==> src/rtl/reg_check_harness.sv <==
// reg_check_harness: start-triggered processor run, then regfile scan vs ROM.
// Optional writeback monitor built when REGCHK_WB_MONITOR_EN is defined.
module reg_check_harness #(
  parameter int DATA_WIDTH   = 32,
  parameter int NUM_REGS     = 32,
  parameter int CYCLE_W      = 16,
  parameter int READ_LATENCY = 0,
  parameter int ADDR_W       = $clog2(NUM_REGS),
  parameter int ERR_W        = $clog2(NUM_REGS + 1)
) (
  input  logic                  clock,
  input  logic                  reset,
  input  logic                  start,
  input  logic [CYCLE_W-1:0]    run_cycles,
  output logic                  cpu_reset,
  output logic                  cpu_en,
  output logic                  test_mode,
  output logic [ADDR_W-1:0]     test_reg,
  input  logic [DATA_WIDTH-1:0] reg_data,
  input  logic [DATA_WIDTH-1:0] exp_data,
`ifdef REGCHK_WB_MONITOR_EN
  input  logic                  wb_we,
  input  logic [ADDR_W-1:0]     wb_rd,
  output logic [CYCLE_W-1:0]    wb_count,
`endif
  output logic                  busy,
  output logic                  done,
  output logic                  pass,
  output logic [ERR_W-1:0]      error_count,
  output logic [ADDR_W-1:0]     first_fail_reg,
  output logic [CYCLE_W-1:0]    cycle_count
);

  localparam logic [2:0] S_IDLE   = 3'd0;
  localparam logic [2:0] S_CPURST = 3'd1;
  localparam logic [2:0] S_RUN    = 3'd2;
  localparam logic [2:0] S_SCAN   = 3'd3;
  localparam logic [2:0] S_DONE   = 3'd4;

  localparam logic [1:0] LAT     = 2'(READ_LATENCY);
  localparam logic [1:0] LAT_ONE = 2'd1;

  localparam logic [ADDR_W-1:0] LAST_IDX = ADDR_W'(NUM_REGS - 1);
  localparam logic [ADDR_W-1:0] IDX_ONE  = ADDR_W'(1);

  localparam logic [ERR_W-1:0] ERR_ONE = ERR_W'(1);

  localparam logic [CYCLE_W:0] CYC_ONE = (CYCLE_W + 1)'(1);

  logic [2:0]         state;
  logic [2:0]         state_nx;
  logic               start_q;
  logic               accept;
  logic               enter_rst;
  logic               idle_like;
  logic [CYCLE_W-1:0] run_len;
  logic               run_zero;
  logic [CYCLE_W:0]   cyc_inc;
  logic               run_end;
  logic [1:0]         lat_cnt;
  logic               cmp_now;
  logic               last_reg;
  logic               mismatch;
  logic               scan_hit;
  logic [ERR_W-1:0]   err_nx;
  logic [ADDR_W-1:0]  ff_nx;

  assign idle_like = (state == S_IDLE) ||
                     (state == S_DONE);

  // A start is taken once, only when no test is running.
  assign accept = start && !start_q && idle_like;

  // The clear of results coincides with the CPURST entry edge.
  assign enter_rst = start_q && idle_like;

  assign run_zero = (run_len == '0);

  // One extra bit keeps an all-ones run length from wrapping.
  assign cyc_inc = {1'b0, cycle_count} + CYC_ONE;
  assign run_end = (cyc_inc == {1'b0, run_len});

  assign cmp_now  = (lat_cnt == LAT);
  assign last_reg = (test_reg == LAST_IDX);
  assign mismatch = (reg_data != exp_data);
  assign scan_hit = (state == S_SCAN) && cmp_now;

  // Sequencer next state.
  always_comb begin
    state_nx = state;
    unique case (state)
      S_IDLE: begin
        if (start_q) state_nx = S_CPURST;
      end
      S_CPURST: begin
        state_nx = run_zero ? S_SCAN : S_RUN;
      end
      S_RUN: begin
        if (run_end) state_nx = S_SCAN;
      end
      S_SCAN: begin
        if (cmp_now && last_reg) state_nx = S_DONE;
      end
      S_DONE: begin
        if (start_q) state_nx = S_CPURST;
      end
      default: begin
        state_nx = S_IDLE;
      end
    endcase
  end

  // State register.
  always_ff @(posedge clock or negedge reset) begin
    if (!reset) begin
      state <= S_IDLE;
    end else begin
      state <= state_nx;
    end
  end

  // Start capture and run-length latch.
  always_ff @(posedge clock or negedge reset) begin
    if (!reset) begin
      start_q <= 1'b0;
      run_len <= '0;
    end else begin
      start_q <= accept;
      if (accept) run_len <= run_cycles;
    end
  end

  // Processor control and status outputs decoded from the next state.
  always_ff @(posedge clock or negedge reset) begin
    if (!reset) begin
      cpu_reset <= 1'b1;
      cpu_en    <= 1'b0;
      test_mode <= 1'b0;
      busy      <= 1'b0;
      done      <= 1'b0;
    end else begin
      cpu_reset <= (state_nx == S_IDLE) ||
                   (state_nx == S_CPURST);
      cpu_en    <= (state_nx == S_RUN);
      test_mode <= (state_nx == S_SCAN);
      busy      <= (state_nx == S_CPURST) ||
                   (state_nx == S_RUN) ||
                   (state_nx == S_SCAN);
      done      <= (state_nx == S_DONE);
    end
  end

  // Scan index and read-latency wait; index rests at 0 outside SCAN.
  always_ff @(posedge clock or negedge reset) begin
    if (!reset) begin
      test_reg <= '0;
      lat_cnt  <= '0;
    end else if (state == S_SCAN) begin
      if (cmp_now) begin
        lat_cnt  <= '0;
        test_reg <= last_reg ? '0 : test_reg + IDX_ONE;
      end else begin
        lat_cnt <= lat_cnt + LAT_ONE;
      end
    end else begin
      test_reg <= '0;
      lat_cnt  <= '0;
    end
  end

  // Next error tally and first failing index.
  always_comb begin
    err_nx = error_count;
    ff_nx  = first_fail_reg;
    if (enter_rst) begin
      err_nx = '0;
      ff_nx  = '0;
    end else if (scan_hit && mismatch) begin
      err_nx = error_count + ERR_ONE;
      if (error_count == '0) ff_nx = test_reg;
    end
  end

  // Result registers; pass is only ever set while in DONE.
  always_ff @(posedge clock or negedge reset) begin
    if (!reset) begin
      error_count    <= '0;
      first_fail_reg <= '0;
      pass           <= 1'b0;
    end else begin
      error_count    <= err_nx;
      first_fail_reg <= ff_nx;
      pass           <= (state_nx == S_DONE) &&
                        (err_nx == '0);
    end
  end

  // Processor cycles executed in RUN.
  always_ff @(posedge clock or negedge reset) begin
    if (!reset) begin
      cycle_count <= '0;
    end else if (enter_rst) begin
      cycle_count <= '0;
    end else if (state == S_RUN) begin
      cycle_count <= cyc_inc[CYCLE_W-1:0];
    end
  end

`ifdef REGCHK_WB_MONITOR_EN
  localparam logic [CYCLE_W-1:0] WB_ONE = CYCLE_W'(1);

  logic wb_hit;

  assign wb_hit = (state == S_RUN) && wb_we &&
                  (wb_rd != '0);

  // Saturating count of real writebacks during RUN.
  always_ff @(posedge clock or negedge reset) begin
    if (!reset) begin
      wb_count <= '0;
    end else if (enter_rst) begin
      wb_count <= '0;
    end else if (wb_hit && (wb_count != '1)) begin
      wb_count <= wb_count + WB_ONE;
    end
  end
`endif

endmodule

==> config.mk <==
export PLATFORM = sky130hd
export DESIGN_NAME = reg_check_harness
export DESIGN_NICKNAME = d
export VERILOG_FILES = /design/src/rtl/reg_check_harness.sv
export SDC_FILE = /design/constraint.sdc
export NUM_CORES = 1
export LEC_CHECK = 0
export ABC_CLOCK_PERIOD_IN_PS = 5200
export CORE_AREA = 2 2 87 89
export CTS_BUF_LIST = sky130_fd_sc_hd__clkbuf_4
export CTS_CLUSTER_DIAMETER = 30
export CTS_CLUSTER_SIZE = 24
export DETAILED_ROUTE_END_ITERATION = 10
export DIE_AREA = 0 0 89 91
export PLACE_DENSITY = 0.86
export SLEW_MARGIN = 20
export SYNTH_ARGS = -nofsm -noshare
export SYNTH_HDL_FRONTEND = slang
export SYNTH_SLANG_ARGS = --single-unit
export TNS_END_PERCENT = 1
==> constraint.sdc <==
create_clock -name clock -period 5.2 [get_ports clock]
set_input_delay 1.3 -clock clock [delete_from_list [all_inputs] [get_ports clock]]
set_output_delay 1.3 -clock clock [all_outputs]
set_load 0.01 [all_outputs]
After elaboration in Yosys (flattened, before gate mapping)
Index checks and enable logic that the tools add are counted.
{"block": "totals", "output_inout_bits": 38, "reg_bits": 60, "word_cells": 70, "inputBits": 83}
{"block": "op_classes", "eq_ne": 12, "muxes": 17, "addsub": 4, "n_reduce_logical": 23}
{"operator": "16-bit two-way mux", "count": 2}
{"operator": "32-bit inequality test", "count": 1}
{"operator": "5-bit two-way mux", "count": 6}
{"operator": "16-bit by 1-bit adder with 17-bit output, second input constant", "count": 1}
{"operator": "17-bit by 16-bit == test with 1-bit output", "count": 1}
{"operator": "16-bit logical NOT", "count": 1}
{"operator": "3-bit by 2-bit == test with 1-bit output, second input constant", "count": 4}
{"operator": "6-bit logical NOT", "count": 2}
{"operator": "6-bit two-way mux", "count": 2}
{"operator": "3-bit case mux with 4 select lines", "count": 1}
{"operator": "3-bit two-way mux", "count": 3}
{"operator": "1-bit logical AND", "count": 7}
{"operator": "6-bit by 1-bit adder with 6-bit output, second input constant", "count": 1}
{"operator": "3-bit by 1-bit == test with 1-bit output, second input constant", "count": 2}
{"operator": "3-bit == test, second input constant", "count": 2}
{"operator": "3-bit logical NOT", "count": 2}
{"operator": "2-bit nonzero test", "count": 3}
{"operator": "5-bit by 1-bit adder with 5-bit output, second input constant", "count": 1}
{"operator": "5-bit == test, second input constant", "count": 1}
{"operator": "1-bit logical OR", "count": 4}
{"operator": "2-bit two-way mux", "count": 2}
{"operator": "2-bit by 1-bit adder with 2-bit output, second input constant", "count": 1}
{"operator": "2-bit logical NOT", "count": 1}
{"operator": "2-bit inequality test, second input constant", "count": 1}
{"operator": "4 further kinds", "count": 4}

Depth between registers and ports, before layout
Gate-level depths: netlist of run 1.
{"block": "logic_depth", "ltp_word": 7, "depth_mapped": 9, "depth_no_buf": 8}

Worst setup path before layout of run 1
Ideal clock, no wire load.
{"block": "synth_timing", "path_kind": "input-to-reg", "startpoint": "input port exp_data[6]", "endpoint": "register first_fail_reg[0]", "t_required_ns": 5.068, "n_path_buf": 1, "setup_slack_ns": 2.443, "t_arrival_ns": 2.625, "setup_time_ns": 0.132, "cell_stages": 8, "cell_sequence": "xnor2_1 nand4_1 nor4_2 a21oi_1 and3_1 clkbuf_1 nand2_1 o21ai_1"}
{"block": "synth_between", "elab_chain_cells": 4}
{"element": "start: declaration", "line": "20", "rtl": "input logic [DATA_WIDTH-1:0] exp_data,"}
{"element": "32-bit inequality test", "line": "85", "rtl": "assign mismatch = (reg_data != exp_data);"}
{"element": "1-bit logical AND", "line": "178", "rtl": "end else if (scan_hit && mismatch) begin"}
{"element": "2-bit nonzero test (no source line)"}
{"element": "2-bit AND reduction (no source line)"}
{"element": "end signal: assignment", "line": "192", "rtl": "first_fail_reg <= ff_nx;"}
{"element": "end: declaration", "line": "30", "rtl": "output logic [ADDR_W-1:0] first_fail_reg,"}
Every way passes these cells.
A chain may end at the register's enable or synchronous reset.

Final worst setup path of run 1
{"block": "layout_timing", "startpoint": "input port exp_data[10]", "endpoint": "register pass"}
{"block": "layout_between", "elab_chain_cells": 6}
{"element": "32-bit inequality test", "line": "85"}
{"element": "1-bit logical AND", "line": "178"}
{"element": "6-bit two-way mux", "line": "178"}
{"element": "6-bit two-way mux", "line": "175", "rtl": "if (enter_rst) begin"}
{"element": "6-bit logical NOT", "line": "194", "rtl": "(err_nx == '0);"}
{"element": "1-bit logical AND", "line": "193", "rtl": "pass <= (state_nx == S_DONE) &&"}
{"element": "end signal: assignment", "line": "193"}
{"element": "end: declaration", "line": "28", "rtl": "output logic pass,"}
Every way passes these cells.

==> results of run 1 <==
worst max path at each step:
stage | startpoint | to | depth (start not counted)
finish | exp_data[10] | pass | 8
global route | exp_data[1] | pass | 8
CTS | exp_data[20] | pass | 8
detailed placement | exp_data[27] | pass | 8
global placement | exp_data[6] | pass | 8
floorplan | exp_data[6] | first_fail_reg[0] | 8
power groups by stage:
stage	clock (mW)	combinational, mW	sequential (mW)
2_1_floorplan	0	0.541	0.766
5_1_grt	0.358	0.922	0.818
3_5_place_dp	0	0.839	0.803
4_1_cts	0.336	0.843	0.793
3_3_place_gp	0	0.812	0.796
6_report	0.331	0.841	0.795
per-stage QoR:
stage	cell area, um^2	worst slack (ns)	hold WS, ns
floorplan	3510	2.44	0.524
finish	4900	2.18	0.531
global placement	4760	1.83	0.507
global route	4900	2.06	0.551
detailed placement	4760	1.77	0.517
CTS	4900	2.19	0.533
worst register-to-register path, stage by stage, from the launching register on:
cell	delay [ns]
dfrtp_1	0.49
or3b_1	0.67
nor3_2	0.27
nand3_1	0.11
nor4_2	0.27
nand4_1	0.14
o21ai_2	0.19
and2_1	0.14
logic make-up (layout without fill, tap and decap cells):
family | Yosys count | in the layout | synth area share, %
adders and majority gates | 7 | 7 | 2.50
AOI/OAI and AO/OA | 60 | 60 | 9.70
and+or+nand+nor | 129 | 129 | 20.1
DFF | 60 | 60 | 42.8
xor gates and xnor gates | 62 | 62 | 15.5
buffers and inverters | 27 | 147 | 3.46
muxes | 19 | 19 | 5.99
synthesized netlist by cell type, types with 6 or more instances:
cell type  count
a21oi_1       15
and2_1         6
and3_1         6
buf_2          7
clkbuf_1       8
dfrtp_1       59
ha_1           7
inv_1         10
mux2_2        16
nand2_1       31
nand3_1       12
nand4_1       14
nor2_1        27
nor4_1         6
o21ai_0       24
xnor2_1       49
xor2_1        13
layout make-up:
type | instances | area [um^2]
Tap cell | 99 | 124
Clock inverter | 6 | 63.8
Fill cell | 555 | 2240
Multi-Input combinational cell | 277 | 1890
Inverter | 10 | 37.5
Timing Repair Buffer | 121 | 1200
Clock buffer | 10 | 75.1
Sequential cell | 60 | 1500
per-layer routing:
layer / part of all wire [%] / vias to the layer above / track usage [%]
met3: 5.3 / 26 / 4.45
met5: 0 / - / 0
met2: 50 / 127 / 35.9
li1: - / 1508 / -
met4: 3.3 / 0 / 11.3
met1: 42 / 1462 / 29.1
==> reports/qor.txt, run 1 <==
Core area -> 7140 um^2
Largest net degree at the start of global routing -> 61
TNS Setup -> 0 ns
CP max stage delay -> 0.50 ns
Status -> complete, no violations
Count of clock tree sinks -> 60
Count of buffer and inverter cells on the critical path -> 1
CP delay by family, top -> simple AND/OR/NAND/NOR gates
Max Slew Vio Count -> 0
Number of global-route vias before repair -> 3,109
Commonest non-fill, non-tap cell in the layout -> clkdlybuf4s50_1
Crit Path Class -> input pin to flop
Post-Route WL -> 8.63 mm
Main synth FF type -> dfrtp_1
DR vias -> 3,123
CTS tree -> done
Ranking of synthesized cells by area -> dfrtp_1, xnor2_1, mux2_2, o21ai_0, nand2_1
Worst path cell trace -> clkdlybuf4s50_1, xnor2_1, nand4_1, nor4_2, a21oi_1, nor3_1, o21ai_0, nor4_1
R2r endpoint -> test_mode
EDFF count, synth -> 0
Most frequent cells in the layout -> clkdlybuf4s50_1, dfrtp_1, xnor2_1
Post-layout util -> 68.6%
Worst hold stages -> 2
Rows -> 31
Global-route wire length before repair -> 14.3 mm
R2R depth -> 7
Overall Global Routing Usage -> 22.6%
Leading area contributor after synthesis -> dfrtp_1
I/O pin cnt -> 121
Req. time, crit path -> 5.50 ns
PortBufs -> 120
Post-layout min period -> 3.02 ns
Max-Cap Viols -> 0
CTS Buf Count -> 9
PostCTS Resize Cnt -> 0
Post-Syn Area per Cell -> 9.64 um^2
Pre-antenna DRT Iters -> 5
Arr. time, crit path -> 3.32 ns
Clock power frac -> 16.8%
Total nets after synthesis -> 454
Die Wd -> 89 um
DIE AREA -> 8100 um^2
RR Startpoint -> state[1]
Final hold viol count -> 0
Min-delay src -> first_fail_reg[4]
Wire length per cell -> 14.8 um
Root buf cell -> clkbuf_4
Max clock buf depth -> 2
Dpl cells -> 567
Yosys top cell area share -> 42.1%
Final #Nets -> 569
Final GP Congestion -> 0.888
Inserted Diodes -> 0
Clock latency on the worst-skew pair -> 0.41 ns
Power Density -> 402 nW/um^2
Initial DRC Count -> 168
Grt total ovfl -> 0
Starting Density -> 49.2%
Post-CTS Setup Inserts -> 0
Setup violators final -> 0
CTS Hold Buffers Added -> 0
Reg2reg setup slack -> 2.86 ns
CP Capture Type -> flop
Gate Count Post-Synth -> 364
Gate power share -> 42.7%
# H-tree levels -> 3
Sequential Power Share -> 40.4%
Number of remaining DRC errors -> 0
Top flop regs -> cycle_count: 16 flops, run_len: 16 flops, error_count: 6 flops
Hold Path Class -> flop to flop
Fmax achieved -> 332 MHz
CP max FO -> 6
Fraction of layout cells with a size suffix above 1 -> 8.68%
Skew final -> 0.0163 ns
Slowest cell on the critical path -> clkdlybuf4s50_1
Pwr Total -> 1.97 mW
Final period utilization -> 58.0%
Startpoint types -> input pin
Register area share after synthesis -> 42.8%
Post-Syn Area -> 3510 um^2
RSZ-0062 raised after global routing -> no
Peak VDD IR -> 0.167 mV
Layout overhead on the synthesized area -> 39.5%
ANT nets after route -> 0
Number of vias per cell -> 5.36
Sw power -> 0.755 mW
Leakage power -> 1.93 nW
Worst-path clk slew -> 0.11 ns
Async set-reset flop share out of synthesis -> 100%
Worst-Margin Slew -> 0.926 ns
Synth warn -> 0
Slew HR -> 38.0%
Sw Ratio -> 38.4%
Synth unique cells -> 45
Initial antenna violation count -> 0
Cell Int Power -> 1.21 mW
Synthesized flop and latch total -> 60
Post-DP HPWL -> 6.76 mm
Final Non-Filler Cells -> 583
Die Height -> 91 um
Hold EP -> first_fail_reg[4]
(Power assumes the default switching activity.)
==> run 2: changes to the inputs <==
--- a/config.mk
+++ b/config.mk
@@ -5,14 +5,14 @@
 export SDC_FILE = /design/constraint.sdc
 export NUM_CORES = 1
 export LEC_CHECK = 0
-export ABC_CLOCK_PERIOD_IN_PS = 5200
-export CORE_AREA = 2 2 87 89
+export ABC_CLOCK_PERIOD_IN_PS = 2400
+export CORE_AREA = 2 2 94 96
 export CTS_BUF_LIST = sky130_fd_sc_hd__clkbuf_4
 export CTS_CLUSTER_DIAMETER = 30
 export CTS_CLUSTER_SIZE = 24
 export DETAILED_ROUTE_END_ITERATION = 10
-export DIE_AREA = 0 0 89 91
-export PLACE_DENSITY = 0.86
+export DIE_AREA = 0 0 96 98
+export PLACE_DENSITY = 0.78
 export SLEW_MARGIN = 20
 export SYNTH_ARGS = -nofsm -noshare
 export SYNTH_HDL_FRONTEND = slang
==> constraint.sdc (replaced) <==
create_clock -name clock -period 2.4 [get_ports clock]
set_input_delay 0.6 -clock clock [delete_from_list [all_inputs] [get_ports clock]]
set_output_delay 0.6 -clock clock [all_outputs]
set_load 0.01 [all_outputs]
==> run 2 against run 1 <==
Critical endpoint is now test_mode. Critical path depth unchanged. Clock skew down 0.0023 ns. Wire length increased by 4.8%. Sequential share of layout area decreased by 0.71 points. Critical path type is now flop to flop. Final cell count rose by 3.9%. Via count increased by 1.3%. First-iteration DRC count grew 35%. Sequential power increased by 110%. Combinational power increased by 130%. Register-to-register slack worse by 2.7 ns. Largest cell class unchanged. Die area increased by 16%. Worst setup slack worse by 2.0 ns. Highest routed layer unchanged.
==> reports/qor.txt, run 2 (synthesized netlist as in run 1, its figures left out) <==
Worst-path clk slew -> 0.10 ns
CTS tree -> done
I/O pin cnt -> 121
Leakage power -> 2.00 nW
Slew HR -> 39.6%
CTS Hold Buffers Added -> 0
Number of global-route vias before repair -> 3,117
Initial DRC Count -> 227
Final #Nets -> 583
Max clock buf depth -> 2
Max Slew Vio Count -> 0
Status -> complete, no violations
DR WL met3 -> 476 um
Clock latency on the worst-skew pair -> 0.41 ns
Post-CTS Setup Inserts -> 0
Grt total ovfl -> 0
PortBufs -> 120
Fmax achieved -> 455 MHz
Initial antenna violation count -> 0
Max-Cap Viols -> 0
Post-Route WL -> 9.04 mm
Startpoint types -> flop
Final GP Congestion -> 0.899
Post-DP HPWL -> 7.16 mm
Core area -> 8470 um^2
Power Density -> 864 nW/um^2
Post-layout min period -> 2.20 ns
Cell Int Power -> 2.69 mW
Final hold viol count -> 0
Setup violators final -> 0
Most frequent cells in the layout -> clkdlybuf4s50_1, dfrtp_1, xnor2_1
Die Height -> 98 um
Sw power -> 1.64 mW
Hold Path Class -> input pin to async pin
Pwr Total -> 4.33 mW
Wire length per cell -> 14.9 um
DR vias -> 3,165
CP Capture Type -> flop
PostCTS Resize Cnt -> 0
Post-place setup slack -> -0.129 ns
Peak VDD IR -> 0.394 mV
# H-tree levels -> 3
Top Metal Used -> met4
ANT nets after route -> 0
Post-DP Area -> 4880 um^2
RR Startpoint -> cycle_count[1]
Arr. time, crit path -> 2.54 ns
Number of vias per cell -> 5.22
Reg2reg setup slack -> 0.20 ns
Seq. cell area -> 1500 um^2
R2R depth -> 8
Pre-antenna DRT Iters -> 4
Top flop regs -> cycle_count: 16 flops, run_len: 16 flops, error_count: 6 flops
Fraction of layout cells with a size suffix above 1 -> 10.8%
Inserted Diodes -> 0
R2r endpoint -> test_mode
Clock power frac -> 15.9%
PnR worst setup slack -> 0.201 ns
Gate power share -> 45.0%
Crit Path Class -> flop to flop
Die Wd -> 96 um
Count of clock tree sinks -> 60
Final Hold Slack -> 0.132 ns
Rows -> 34
Area of the multi-input gates -> 1890 um^2
Commonest non-fill, non-tap cell in the layout -> clkdlybuf4s50_1
Worst-Margin Slew -> 0.903 ns
Sw Ratio -> 37.9%
Skew final -> 0.0140 ns
DIE AREA -> 9410 um^2
CP max FO -> 6
Final period utilization -> 91.6%
Global-route wire length before repair -> 15.1 mm
DRT met1 WL -> 3.81 mm
Largest net degree at the start of global routing -> 41
Overall Global Routing Usage -> 20.6%
Root buf cell -> clkbuf_4
CTS Buf Count -> 9
Crit path from -> cycle_count[1]
Cell area after layout -> 5010 um^2
Starting Density -> 41.5%
# fillers -> 727
Sequential Power Share -> 39.0%
Req. time, crit path -> 2.75 ns
Met2 WL -> 4.59 mm
RSZ-0062 raised after global routing -> no
Layout overhead on the synthesized area -> 42.9%
Number of remaining DRC errors -> 0
==> run 2: cell types whose count changed in the layout (fill, tap and decap cells not counted), sizes merged <==
cell      delta
buf         +14
clkinv       +2
clkinvlp     -1
inv          -1
==> run 2: worst max path at each step <==
stage,depth (start not counted),endpoint,slack (ns)
after floorplan,8,first_fail_reg[0],0.34
after global routing,8,test_mode,0.03
after global placement,9,pass,-0.09
final,8,test_mode,0.20
after detailed placement,9,pass,-0.13
after CTS,8,test_mode,0.17
==> run 2: per-layer routing <==
layer	vias up	global-route usage, %
li1	1542	-
met1	1505	26.6
met2	101	33.8
met3	17	5.63
met4	0	5.71
met5	-	0
==> run 2: worst max-delay path: stages, from the launching register on <==
cell and delay, ns:
dfrtp_1 0.48, ha_1 0.30, and3_2 0.30, nand3_1 0.15
xnor2_1 0.18, nor4_2 0.22, nand4_1 0.14, o21ai_2 0.22
and2_1 0.15
==> run 2: stage by stage <==
stage	util [%]	setup TNS, ns	instances
6_report	59.2	0	606
5_1_grt	59.2	0	606
4_1_cts	59.2	0	606
3_5_place_dp	57.7	-0.623	590
3_3_place_gp	57.7	-0.409	590
2_1_floorplan	-	0	364
==> run 2: final cells by class <==
type | instances | area share (%)
multi-input combinational | 277 | 37.6
sequential | 60 | 30.0
timing repair buffer | 135 | 26.4
tap | 108 | 2.70
clock buffer | 10 | 1.50
clock inverter | 6 | 1.10
inverter | 10 | 0.749
==> run 2: power by group through the flow <==
stage / registers [mW] / logic (mW) / clock network (mW)
3_3_place_gp: 1.69 / 1.88 / 0
5_1_grt: 1.74 / 2.12 / 0.765
3_5_place_dp: 1.70 / 1.94 / 0
4_1_cts: 1.69 / 1.95 / 0.701
6_report: 1.69 / 1.95 / 0.690
2_1_floorplan: 1.66 / 1.17 / 0
